File: src/rtl/tt_mvex_lq_buffer.sv
// In-order return buffer from the matrix unit to the load-queue consumer. A beat is visible one cycle after push.
// Backpressure: ready depends only on occupancy, so a full buffer stays not-ready even while a pop happens.
module tt_mvex_lq_buffer #(
    parameter int LQ_DEPTH_LOG2 = 3,
    parameter int VLEN          = 256,
    parameter int DEPTH         = 4
) (
    input  logic                          clk,
    input  logic                          reset,
    input  logic                          i_mvex_lqvld,
    input  logic [VLEN-1:0]               i_mvex_lqdata,
    input  logic                          i_mvex_lqexc,
    input  logic [LQ_DEPTH_LOG2-1:0]      i_mvex_lqid,
    output logic                          o_mvex_lqrdy,
    output logic                          o_lq_wb_vld,
    output logic [VLEN-1:0]               o_lq_wb_data,
    output logic                          o_lq_wb_exc,
    output logic [LQ_DEPTH_LOG2-1:0]      o_lq_wb_id,
    input  logic                          i_lq_wb_rdy,
    input  logic                          i_flush,
    output logic [$clog2(DEPTH):0]        o_count,
    output logic                          o_ovf_err,
    output logic                          o_exc_seen
);

    localparam int PTR_W = $clog2(DEPTH);
    localparam int CNT_W = PTR_W + 1;
    localparam logic [CNT_W-1:0] C_FULL = CNT_W'(DEPTH);

    logic [VLEN-1:0]          r_data [DEPTH];
    logic [DEPTH-1:0]         r_exc;
    logic [LQ_DEPTH_LOG2-1:0] r_id   [DEPTH];
    logic [PTR_W-1:0]         r_wptr;
    logic [PTR_W-1:0]         r_rptr;
    logic [CNT_W-1:0]         r_count;
    logic                     r_ovf_err;
    logic                     r_exc_seen;

    logic w_rdy;
    logic w_vld;
    logic w_push;
    logic w_pop;

    assign w_rdy  = (r_count != C_FULL);
    assign w_vld  = (r_count != '0);
    assign w_push = i_mvex_lqvld & w_rdy & ~i_flush;
    assign w_pop  = w_vld & i_lq_wb_rdy & ~i_flush;

    // Storage is intentionally left out of reset; entries are only observed while counted valid.
    always_ff @(posedge clk) begin
        if (w_push) begin
            r_data[r_wptr] <= i_mvex_lqdata;
            r_exc[r_wptr]  <= i_mvex_lqexc;
            r_id[r_wptr]   <= i_mvex_lqid;
        end
    end

    always_ff @(posedge clk) begin
        if (reset) begin
            r_wptr  <= '0;
            r_rptr  <= '0;
            r_count <= '0;
        end else if (i_flush) begin
            r_wptr  <= '0;
            r_rptr  <= '0;
            r_count <= '0;
        end else begin
            if (w_push) begin
                r_wptr <= r_wptr + PTR_W'(1);
            end
            if (w_pop) begin
                r_rptr <= r_rptr + PTR_W'(1);
            end
            case ({w_push, w_pop})
                2'b10:   r_count <= r_count + CNT_W'(1);
                2'b01:   r_count <= r_count - CNT_W'(1);
                default: r_count <= r_count;
            endcase
        end
    end

    // Sticky flags survive flush; a beat dropped by flush is not an overflow.
    always_ff @(posedge clk) begin
        if (reset) begin
            r_ovf_err  <= 1'b0;
            r_exc_seen <= 1'b0;
        end else begin
            if (i_mvex_lqvld & ~w_rdy & ~i_flush) begin
                r_ovf_err <= 1'b1;
            end
            if (w_push & i_mvex_lqexc) begin
                r_exc_seen <= 1'b1;
            end
        end
    end

    assign o_mvex_lqrdy = w_rdy;
    assign o_lq_wb_vld  = w_vld;
    assign o_lq_wb_data = r_data[r_rptr];
    assign o_lq_wb_exc  = r_exc[r_rptr];
    assign o_lq_wb_id   = r_id[r_rptr];
    assign o_count      = r_count;
    assign o_ovf_err    = r_ovf_err;
    assign o_exc_seen   = r_exc_seen;

endmodule

File: config.mk
export PLATFORM = sky130hd
export DESIGN_NAME = tt_mvex_lq_buffer
export DESIGN_NICKNAME = d
export VERILOG_FILES = /design/src/rtl/tt_mvex_lq_buffer.sv
export SDC_FILE = /design/constraint.sdc
export NUM_CORES = 1
export LEC_CHECK = 0
export BUFFER_PORTS_ARGS = -buffer_cell sky130_fd_sc_hd__buf_2
export CAP_MARGIN = 10
export CORE_ASPECT_RATIO = 0.6
export CORE_MARGIN = 1
export CORE_UTILIZATION = 50
export DETAILED_ROUTE_END_ITERATION = 12
export PLACE_DENSITY = 0.71
export SYNTH_ARGS = -nofsm -noshare
export SYNTH_HDL_FRONTEND = slang
export SYNTH_SLANG_ARGS = --single-unit
File: constraint.sdc
create_clock -name clk -period 17.9 [get_ports clk]
set_clock_uncertainty 0.05 [all_clocks]
set_input_delay 3.58 -clock clk [delete_from_list [all_inputs] [get_ports clk]]
set_output_delay 3.58 -clock clk [all_outputs]
set_load 0.01 [all_outputs]
Word-level counts from Yosys, hierarchy flattened --
Memories as Yosys holds them, arrays and structs flattened. A register that Yosys moved wholly into a read port is not among the register bits. Index checks and enable logic that the tools add are counted.
Operators by class: add/sub/neg operators 4, $lt $le $gt $ge 3, bitwise logic cells 9, equality and inequality tests 3, reductions and logical operators 4, muxes and demuxes 12
Operators with widths (count):
- $mux W2 | 4
- $and A1 B1 Y1 | 7
- $lt A2 B3 Y1 const B | 2
- $pmux W3 S2 | 1
- $add A2 B1 Y2 const B | 2
- $bwmux W4 | 1
- $mux W1 | 4
- $add A3 B1 Y3 const B | 1
- $ne A3 B3 Y1 const B | 1
- $reduce_bool A3 Y1 | 1
- $sub A3 B1 Y3 const B | 1
- $bmux W1 S2 | 1
- $demux W1 S2 | 1
- $eq A2 B1 Y1 const B | 1
- $eq A2 B2 Y1 const B | 1
- $ge A2 B1 Y1 const B | 1
- $not A1 Y1 | 2
- $reduce_bool A2 Y1 | 1
- $reduce_or A2 Y1 | 1
- $logic_and A1 B1 Y1 | 1
Word-level totals: output and inout bits 267, memories 2, flip-flop bits (word level) 13, RAM bits 1036, bits of input ports 265, word-level logic and storage cells 43
Memories:
- r_data | depth 4, width 256, read ports 1, clocked after Yosys merged registers in 1, wr ports 1, RTL line 30 | logic [VLEN-1:0] r_data [DEPTH];
- r_id | depth 4, width 3, read ports 1, clocked after Yosys merged registers in 1, wr ports 1, RTL line 32 | logic [LQ_DEPTH_LOG2-1:0] r_id [DEPTH];

Longest topological paths before layout --
Gate-level depths: netlist of the first run.
word-level depth 5, depth in mapped cells 9

Worst setup path after synthesis of the first run --
Ideal clock, no wire load.
path type input to register, from input i_mvex_lqvld, to memory r_data[0][0] (enable), data arrival time 9.904 ns, library setup time 0.656 ns, cell stages on the path 2, slack 7.290 ns, data required time 17.194 ns, cell sequence nor2b_1 > and3_1
Between the ends: word-level cells in the longest chain between the ends 4
Ends and longest elaborated chain:
- start: declaration | RTL line 10 | input logic i_mvex_lqvld,
- $and A1 B1 Y1 (2 in series) | RTL line 46 | assign w_push = i_mvex_lqvld & w_rdy & ~i_flush;
- $mux W1 | RTL line 51 | if (w_push) begin
- $mux W1 (implied by the code) | RTL line 52 | r_data[r_wptr] <= i_mvex_lqdata;
- end: declaration | RTL line 30
Every way passes these cells.

==> metrics, run 1 <==
outcome finished clean; Min-Delay Path Class flop to flop; routability cong. a little over 0.8; final slew viol count 0; initial antenna violation count 14; Initial Utilization between 50% and 60%; fin cells 3077; Synth Instances 1423; Top Layer Used met5; Clock Sinks 1051; Synth top area share roughly 80%; via count around 17000; full die area 77300 sq um; Critical Path Start Type flop; Achievable Freq 119.0 MHz; syn avg cell area 26.76 sq um; routed wl met3 6152 um; final setup violation count 0; grt ovf 0; Max VDD drop about 0.083 mV; M1 wire length 31360 um; Rel. slew slack 28.02%; clk slew on worst S/H paths roughly 0.06 ns; I/O Pins roughly 530; Routed WL between 70000 and 80000 um; placed cells 2905; Placeable Area 74470 sq um; setup ws final 9.496 ns; CTS Buf Count 91; largest area contributor in the netlist edfxtp_1; fillers between 5000 and 6000; Clock Latency Late Sink ~0.64 ns; vias in the first global route ~18000; crit-path max cell delay 0.93 ns; most frequent cells in the layout edfxtp_1, buf_2, mux4_2; CTS resizes 0; CTS hold repair buffers 0; Leakage 14.60 nW; min Tclk post-route 8.404 ns; crit path max-delay cell type dfxtp_4; Syn. warnings 0; WP buf/inv 4; die width 358.3 um; ratio of cells with drive above 1 in the final layout 45.64%; CP Cell Sequence buf_4 -> buf_4 -> buf_4 -> mux4_2 -> buf_2; CTS Buffer Depth 3; H-Tree Depth 3; largest net degree at the start of global routing 127; max-cap viol count 0; Crit path top cell by count buf_4; Arrival @ worst endpoint 4.77 ns; worst reg2reg path depth 6; setup_tns 0 ns; final hold violation count 0; Die Ht 215.8 um; register area share after synthesis 82.59%; FP Rows 77; final antenna-violating net count 0; CTS tree yes; Synth area leaders edfxtp_1, mux4_2, buf_6; post-synthesis register bit count around 1100; post-layout net count 2282; hpwl dp between 40000 and 50000 um; crit-path leading delay family buffers and inverters; Place WS roughly 9.9 ns; count of input and output buffers 531; Critical Path End o_lq_wb_data[206]; postcts setup bufs 0; vias per inst 5.591; DRC 0; Net Count, Synth between 1500 and 2000; DR pass1 iterations 5; CP Data Required Time 14.27 ns; pwr/cell area 109.4 nW/um^2; global-route wire length before repair 113100 um; Layout Area Growth over Synthesis 17.61%; most common cell after layout, fill and taps aside edfxtp_1; routed length per instance 24.74 um; met2 routed WL ~37000 um; R2R Setup Slk 13.53 ns; unrepaired setup endpoints after global routing no; Cell Area, Synth 38080 sq um; Setup CP Type flop to primary output; Worst R2R Start o_count[0]; CP Capture Type primary output; initial drt markers 1542; clk root buf clkbuf_16; All-Layer GR Usage 19.70%; worst slew pin tran about 1.1 ns; Tcrit/Tclk final 46.95%; CP Max Fanout 45; FF-to-FF End r_data[3][102]; critical path depth 5; Synth cell types 25
## metrics by stage
step	hold WS [ns]	util [%]	total power, W	instance area (sq um)
2_1_floorplan	0.4274	-	0.002876	38080
3_3_place_gp	0.4091	56.05	0.002960	41740
3_5_place_dp	0.4093	56.05	0.002969	41740
4_1_cts	0.4249	60.12	0.004944	44770
5_1_grt	0.4852	60.12	0.005047	44780
6_report	0.4300	60.13	0.004900	44780
## cell families (layout without fill, tap and decap cells)
group           after synthesis  after routing  share of synthesized area (%)
flops                      1051           1051                          82.59
mux                         260            260                          15.38
buf+inv                      67            730                          1.242
simple gates                 24             24                         0.3417
compound gates               13             13                         0.1807
fa+ha+maj                     6              6                         0.2169
xor+xnor                      2              2                        0.04601
other cells                   0              4                              0
## worst min-delay path: stages (launching register included)
cell	delay, ns
dfxtp_1	0.34
a31oi_1	0.04
nor2_1	0.07
## synth_stat cells
cell type / n
ha_1: 5
nand3b_1: 1
xor2_1: 2
o21ai_0: 4
nor2b_1: 1
nor3_1: 1
clkbuf_1: 7
fa_1: 1
inv_1: 8
a21oi_1: 7
nor2_1: 8
mux4_2: 260
dfxtp_1: 11
nand4_1: 1
edfxtp_1: 1040
buf_6: 25
and3_1: 4
a31oi_1: 1
or3_1: 3
nand3_1: 1
buf_2: 27
or2_2: 1
o31ai_1: 1
nand2b_1: 2
nor3b_1: 1
## power breakdown
group | internal (W) | switching (W) | leakage (nW)
logic | 0.0000686 | 0.0000949 | 3.64
clock network | 0.00112 | 0.000867 | 1.43
registers | 0.00274 | 0.00000927 | 9.54
## per-layer routing
layer  track usage (%)  vias up
met2             31.03      673
met4             4.709       18
li1                  -     7367
met1             27.57     9038
met3             5.505      106
met5                 0        -
## flip-flops by register name, indices dropped and copies added (netlist names), named ones only
signal,cells
r_id,12
r_wptr,2
o_exc_seen,1
o_count,3
r_data,1024
o_ovf_err,1
r_exc,4
r_rptr,2
## layout make-up
cell class | count | area (sq um) | area share [%]
clock inverters | 64 | 663.1 | 1.481
multi-input cells | 305 | 6175 | 13.79
clock buffers | 104 | 2369 | 5.289
well taps | 987 | 1235 | 2.758
flip-flops and latches | 1051 | 31460 | 70.25
repair buffers | 554 | 2843 | 6.348
inverters | 8 | 30.03 | 0.06706
diodes | 4 | 10.01 | 0.02235
## worst min path at each step
| stage | from | to | cells after the start |
|---|---|---|---|
| after floorplan | r_rptr[1] | flop | 2 |
| after global placement | o_ovf_err | o_ovf_err | 2 |
| after detailed placement | o_exc_seen | o_exc_seen | 2 |
| after CTS | o_exc_seen | o_exc_seen | 2 |
| after global routing | o_ovf_err | o_ovf_err | 2 |
| final | o_exc_seen | o_exc_seen | 2 |
Note: power is estimated with default switching activity, not from simulation.
==> run 2: changes to the inputs <==
==> constraint.sdc (replaced) <==
create_clock -name clk -period 8.5 [get_ports clk]
set_clock_uncertainty 0.05 [all_clocks]
set_input_delay 1.7 -clock clk [delete_from_list [all_inputs] [get_ports clk]]
set_output_delay 1.7 -clock clk [all_outputs]
set_load 0.01 [all_outputs]
==> metrics, run 2 (synthesis results as in run 1) <==
area of the multi-input gates 6175 sq um (unchanged); Clock Latency Late Sink 0.63 ns (was 0.64 ns); Initial Utilization 51.13% (unchanged); most common cell after layout, fill and taps aside edfxtp_1 (unchanged); Largest regs r_data (1024), r_id (12), r_exc (4) (unchanged); Leakage 14.64 nW (was 14.60 nW); I/O Pins 532 (unchanged); clk root buf clkbuf_16 (unchanged); Arrival @ worst endpoint 3.41 ns (was 4.77 ns); Min-Delay Path Class flop to flop (unchanged); pwr/cell area 229.5 nW/um^2 (was 109.4 nW/um^2); Die Ht 215.8 um (unchanged); crit-path max cell delay 0.92 ns (was 0.93 ns); vias in the first global route 17580 (was 18090); via count 16950 (was 17200); CTS tree yes (unchanged); flip-flop and latch area 31460 sq um (unchanged); hold slack 0.4197 ns (was 0.4300 ns); final setup violation count 0 (unchanged); H-Tree Depth 3 (unchanged); largest reg by FF count r_data (unchanged); CP Max Fanout 95 (was 45); All-Layer GR Usage 18.89% (was 19.70%); post-layout net count 2275 (was 2282); CP Cell Sequence buf_12 -> buf_4 -> mux4_2 -> buf_2 (was buf_4 -> buf_4 -> buf_4 -> mux4_2 -> buf_2); Largest register FFs 1024 (unchanged); Placeable Area 74470 sq um (unchanged); die width 358.3 um (unchanged); routability cong. 0.7810 (was 0.8249); FP Rows 77 (unchanged); unrepaired setup endpoints after global routing no (unchanged); fillers 5087 (was 5120); largest net degree at the start of global routing 138 (was 127); Layout Area Growth over Synthesis 17.75% (was 17.61%); ratio of cells with drive above 1 in the final layout 45.45% (was 45.64%); postcts setup bufs 0 (unchanged); Final Power 0.01029 W (was 0.004900 W); DRC 0 (unchanged); full die area 77300 sq um (unchanged); Routed WL 73320 um (was 76130 um); routed length per instance 23.83 um (was 24.74 um); count of input and output buffers 531 (unchanged); CTS Buf Count 92 (was 91); Setup CP Type flop to primary output (unchanged); Achievable Freq about 190 MHz; setup_tns 0 ns (unchanged); CP Capture Type primary output (unchanged); DR pass1 iterations 5 (unchanged); Max VDD drop 0.1997 mV (was 0.08309 mV); final antenna-violating net count 0 (unchanged); hpwl dp 43590 um (was 47230 um); grt ovf 0 (unchanged); Rel. slew slack 26.88% (was 28.02%); max-cap viol count 0 (unchanged); global-route wire length before repair 108900 um (was 113100 um); CTS resizes 0 (unchanged); crit path max-delay cell type dfxtp_4 (unchanged); R2R Setup Slk 5.61 ns (was 13.53 ns); min Tclk post-route ~5.2 ns; clk slew on worst S/H paths 0.06 ns (about the same); vias per inst 5.507 (was 5.591); final slew viol count 0 (unchanged); CP Data Required Time 6.75 ns (was 14.27 ns); most frequent cells in the layout edfxtp_1, buf_2, mux4_2 (unchanged); Clock Sinks 1051 (unchanged); final hold violation count 0 (unchanged); Tcrit/Tclk final 60.66%; initial antenna violation count 18 (was 14); CTS Buffer Depth 3 (unchanged); CTS hold repair buffers 0 (unchanged); initial drt markers 1468 (was 1542); Critical Path Start Type flop (unchanged); worst slew pin tran 1.097 ns (was 1.080 ns); outcome finished clean (unchanged)
==> run 2: per-layer routing <==
layer  up-vias  track usage [%]  wire [um]  part of all wire (%)
li1       7378                -          -                     -
met1      8920            25.81      29770                    41
met2       515            30.38      36700                    50
met3       114            5.108       5395                   7.4
met4        18            4.851       1347                   1.8
met5         -                0        105                  0.14
==> run 2: final cells by class <==
class,instances,area share (%)
Clock inverter,61,1.415
Inverter,8,0.06697
Timing Repair Buffer,546,6.457
Sequential cell,1051,70.16
Clock buffer,108,5.316
Tap cell,987,2.754
Multi-Input combinational cell,305,13.77
Antenna cell,11,0.06139
==> run 2: worst paths after layout <==
kind,start,to,depth (start not counted)
hold / removal,o_ovf_err,o_ovf_err,2
hold reg to reg,o_ovf_err,o_ovf_err,2
setup reg to reg,o_count[2],r_data[3][137],4
setup / recovery,flop,o_lq_wb_data[234],4
==> run 2: where the power goes <==
group          switching, W  internal (W)  leakage [nW]
clock               0.00178       0.00238          1.48
combinational      0.000194      0.000145          3.62
sequential        0.0000174       0.00577          9.54
total               0.00199       0.00830          14.6
==> run 2: worst max-delay path: cells and delay by family (launching register included) <==
| kind | cells | cell delay (ns) |
|---|---|---|
| DFF | 1 | 0.92 |
| buffers and inverters | 3 | 1.19 |
| muxes | 1 | 0.57 |
==> run 2: stage by stage <==
| step | util [%] | instance area [sq um] | instances | setup WS [ns] |
|---|---|---|---|---|
| final | 60.21 | 44840 | 3077 | 3.344 |
| after global routing | 60.18 | 44820 | 3069 | 2.967 |
| after CTS | 60.17 | 44810 | 3066 | 3.074 |
| after detailed placement | 56.12 | 41790 | 2897 | 3.784 |
| after global placement | 56.12 | 41790 | 2897 | 3.777 |
| after floorplan | - | 38080 | 1423 | 2.770 |
==> run 3: changes to the inputs <==
--- a/config.mk
+++ b/config.mk
@@ -11,7 +11,7 @@
 export CORE_MARGIN = 1
 export CORE_UTILIZATION = 50
 export DETAILED_ROUTE_END_ITERATION = 12
-export PLACE_DENSITY = 0.71
+export PLACE_DENSITY = 0.74
 export SYNTH_ARGS = -nofsm -noshare
 export SYNTH_HDL_FRONTEND = slang
 export SYNTH_SLANG_ARGS = --single-unit
==> constraint.sdc (replaced) <==
create_clock -name clk -period 4.25 [get_ports clk]
set_clock_uncertainty 0.05 [all_clocks]
set_input_delay 0.85 -clock clk [delete_from_list [all_inputs] [get_ports clk]]
set_output_delay 0.85 -clock clk [all_outputs]
set_load 0.01 [all_outputs]
==> metrics, run 3 (synthesis results as in run 1) <==
outcome finished clean (unchanged); Clock Latency Late Sink 0.64 ns (was 0.63 ns); hpwl dp 51190 um (was 43590 um); R2R Setup Slk 1.83 ns (was 5.61 ns); I/O Pins 532 (unchanged); FF-to-FF End o_count[2] (was r_data[3][137]); final setup violation count 0 (unchanged); clk slew on worst S/H paths 0.06 ns (about the same); CP Max Fanout 41 (was 95); unrepaired setup endpoints after global routing no (unchanged); Clock Sinks 1051 (unchanged); final antenna-violating net count 0 (unchanged); worst reg2reg path depth 9 (was 4); clk root buf clkbuf_16 (unchanged); CTS hold repair buffers 0 (unchanged); Largest register FFs 1024 (unchanged); CP Capture Type primary output (unchanged); CP Cell Sequence buf_4 -> mux4_2 -> buf_2 (was buf_12 -> buf_4 -> mux4_2 -> buf_2); Final Cell Area 45530 sq um (was 44840 sq um); All-Layer GR Usage 20.33% (was 18.89%); hold path cells 2 (unchanged); Max VDD drop 0.3242 mV (was 0.1997 mV); WP buf/inv 2 (was 3); via count 17550 (was 16950); die width 358.3 um (unchanged); CTS tree yes (unchanged); Util after Layout 61.14% (was 60.21%); most common cell after layout, fill and taps aside edfxtp_1 (unchanged); Setup CP Type flop to primary output (unchanged); CP Data Required Time 3.35 ns (was 6.75 ns); post-layout net count 2344 (was 2275); largest net degree at the start of global routing 84 (was 138); Arrival @ worst endpoint 2.62 ns (was 3.41 ns); Largest regs r_data (1024), r_id (12), r_exc (4) (unchanged); crit-path max cell delay 0.93 ns (was 0.92 ns); vias in the first global route 18240 (was 17580); worst slew pin tran 0.9049 ns (was 1.097 ns); Critical Path Start Type flop (unchanged); Achievable Freq 284.4 MHz; fillers 4988 (was 5087); vias per inst 5.596 (was 5.507); Die Ht 215.8 um (unchanged); routed length per instance 25.13 um (was 23.83 um); routability cong. 0.8060 (was 0.7810); Leakage 15.03 nW (was 14.64 nW); final hold violation count 0 (unchanged); global-route wire length before repair 116000 um (was 108900 um); final slew viol count 0 (unchanged); ratio of cells with drive above 1 in the final layout 47.34% (was 45.45%); Worst R2R Start o_count[2] (unchanged); initial antenna violation count 10 (was 18); Final Power 0.02056 W (was 0.01029 W); grt ovf 0 (unchanged); Rel. slew slack 39.67% (was 26.88%); setup_tns 0 ns (unchanged); most frequent cells in the layout edfxtp_1, buf_2, mux4_2 (unchanged); Hold Startpoint reset (was o_ovf_err); largest reg by FF count r_data (unchanged); FP Rows 77 (unchanged); max-cap viol count 0 (unchanged); DRC 0 (unchanged); crit path max-delay cell type dfxtp_4 (unchanged); Routed WL 78800 um (was 73320 um); crit-path leading delay family flip-flops (was buffers and inverters); Initial Utilization 51.13% (unchanged); Layout Area Growth over Synthesis 19.58% (was 17.75%); CTS Buffer Depth 3 (unchanged); postcts setup bufs 0 (unchanged); Min-Delay Path Class input port to flop (was flop to flop); CTS resizes 0 (unchanged); Hold EP o_exc_seen (was o_ovf_err); pwr/cell area 451.5 nW/um^2 (was 229.5 nW/um^2); area post-placement 42530 sq um (was 41790 sq um); H-Tree Depth 3 (unchanged); Placeable Area 74470 sq um (unchanged); CTS Buf Count 91 (was 92); min Tclk post-route approximately 3.5 ns; count of input and output buffers 531 (unchanged); DR pass1 iterations 7 (was 5); full die area 77300 sq um (unchanged); Tcrit/Tclk final 82.73%; initial drt markers 1785 (was 1468)
[run 3: where the power goes]
group	internal (W)	switching, W
clock	0.00462	0.00363
sequential	0.0115	0.0000360
combinational	0.000310	0.000414
[run 3: layout make-up]
| type | count | area (sq um) | share of cell area (%) |
|---|---|---|---|
| inverter | 8 | 30.03 | 0.06595 |
| clock inverter | 54 | 621.8 | 1.366 |
| tap | 987 | 1235 | 2.712 |
| timing repair buffer | 616 | 3633 | 7.980 |
| sequential | 1051 | 31460 | 69.09 |
| antenna | 7 | 17.52 | 0.03847 |
| multi-input combinational | 305 | 6175 | 13.56 |
| clock buffer | 108 | 2362 | 5.188 |
[run 3: worst max-delay path by stage]
| stage | end | start | cells after the start |
|---|---|---|---|
| finish | o_lq_wb_data[156] | flop | 3 |
| global route | o_lq_wb_data[54] | flop | 4 |
| CTS | o_lq_wb_data[40] | flop | 4 |
| detailed placement | r_data[3][110] | i_flush | 5 |
| global placement | r_data[3][108] | i_flush | 5 |
| floorplan | r_data[0][0] | i_mvex_lqvld | 2 |
[run 3: per-stage QoR]
stage	std cells	setup slack [ns]	hold WS [ns]
2_1_floorplan	1423	-0.6300	0.4274
3_3_place_gp	2967	1.260	0.4051
3_5_place_dp	2967	1.200	0.4103
4_1_cts	3129	0.6299	0.3020
5_1_grt	3130	0.5724	0.3127
6_report	3136	0.7339	0.3523
[run 3: per-layer routing]
layer  track usage [%]  share of wire (%)  vias to the layer above
li1                  -                  -                     7490
met1             28.79                 42                     9316
met2             32.22                 49                      618
met3             5.218                7.3                      111
met4             4.383                1.6                       14
met5                 0               0.10                        -
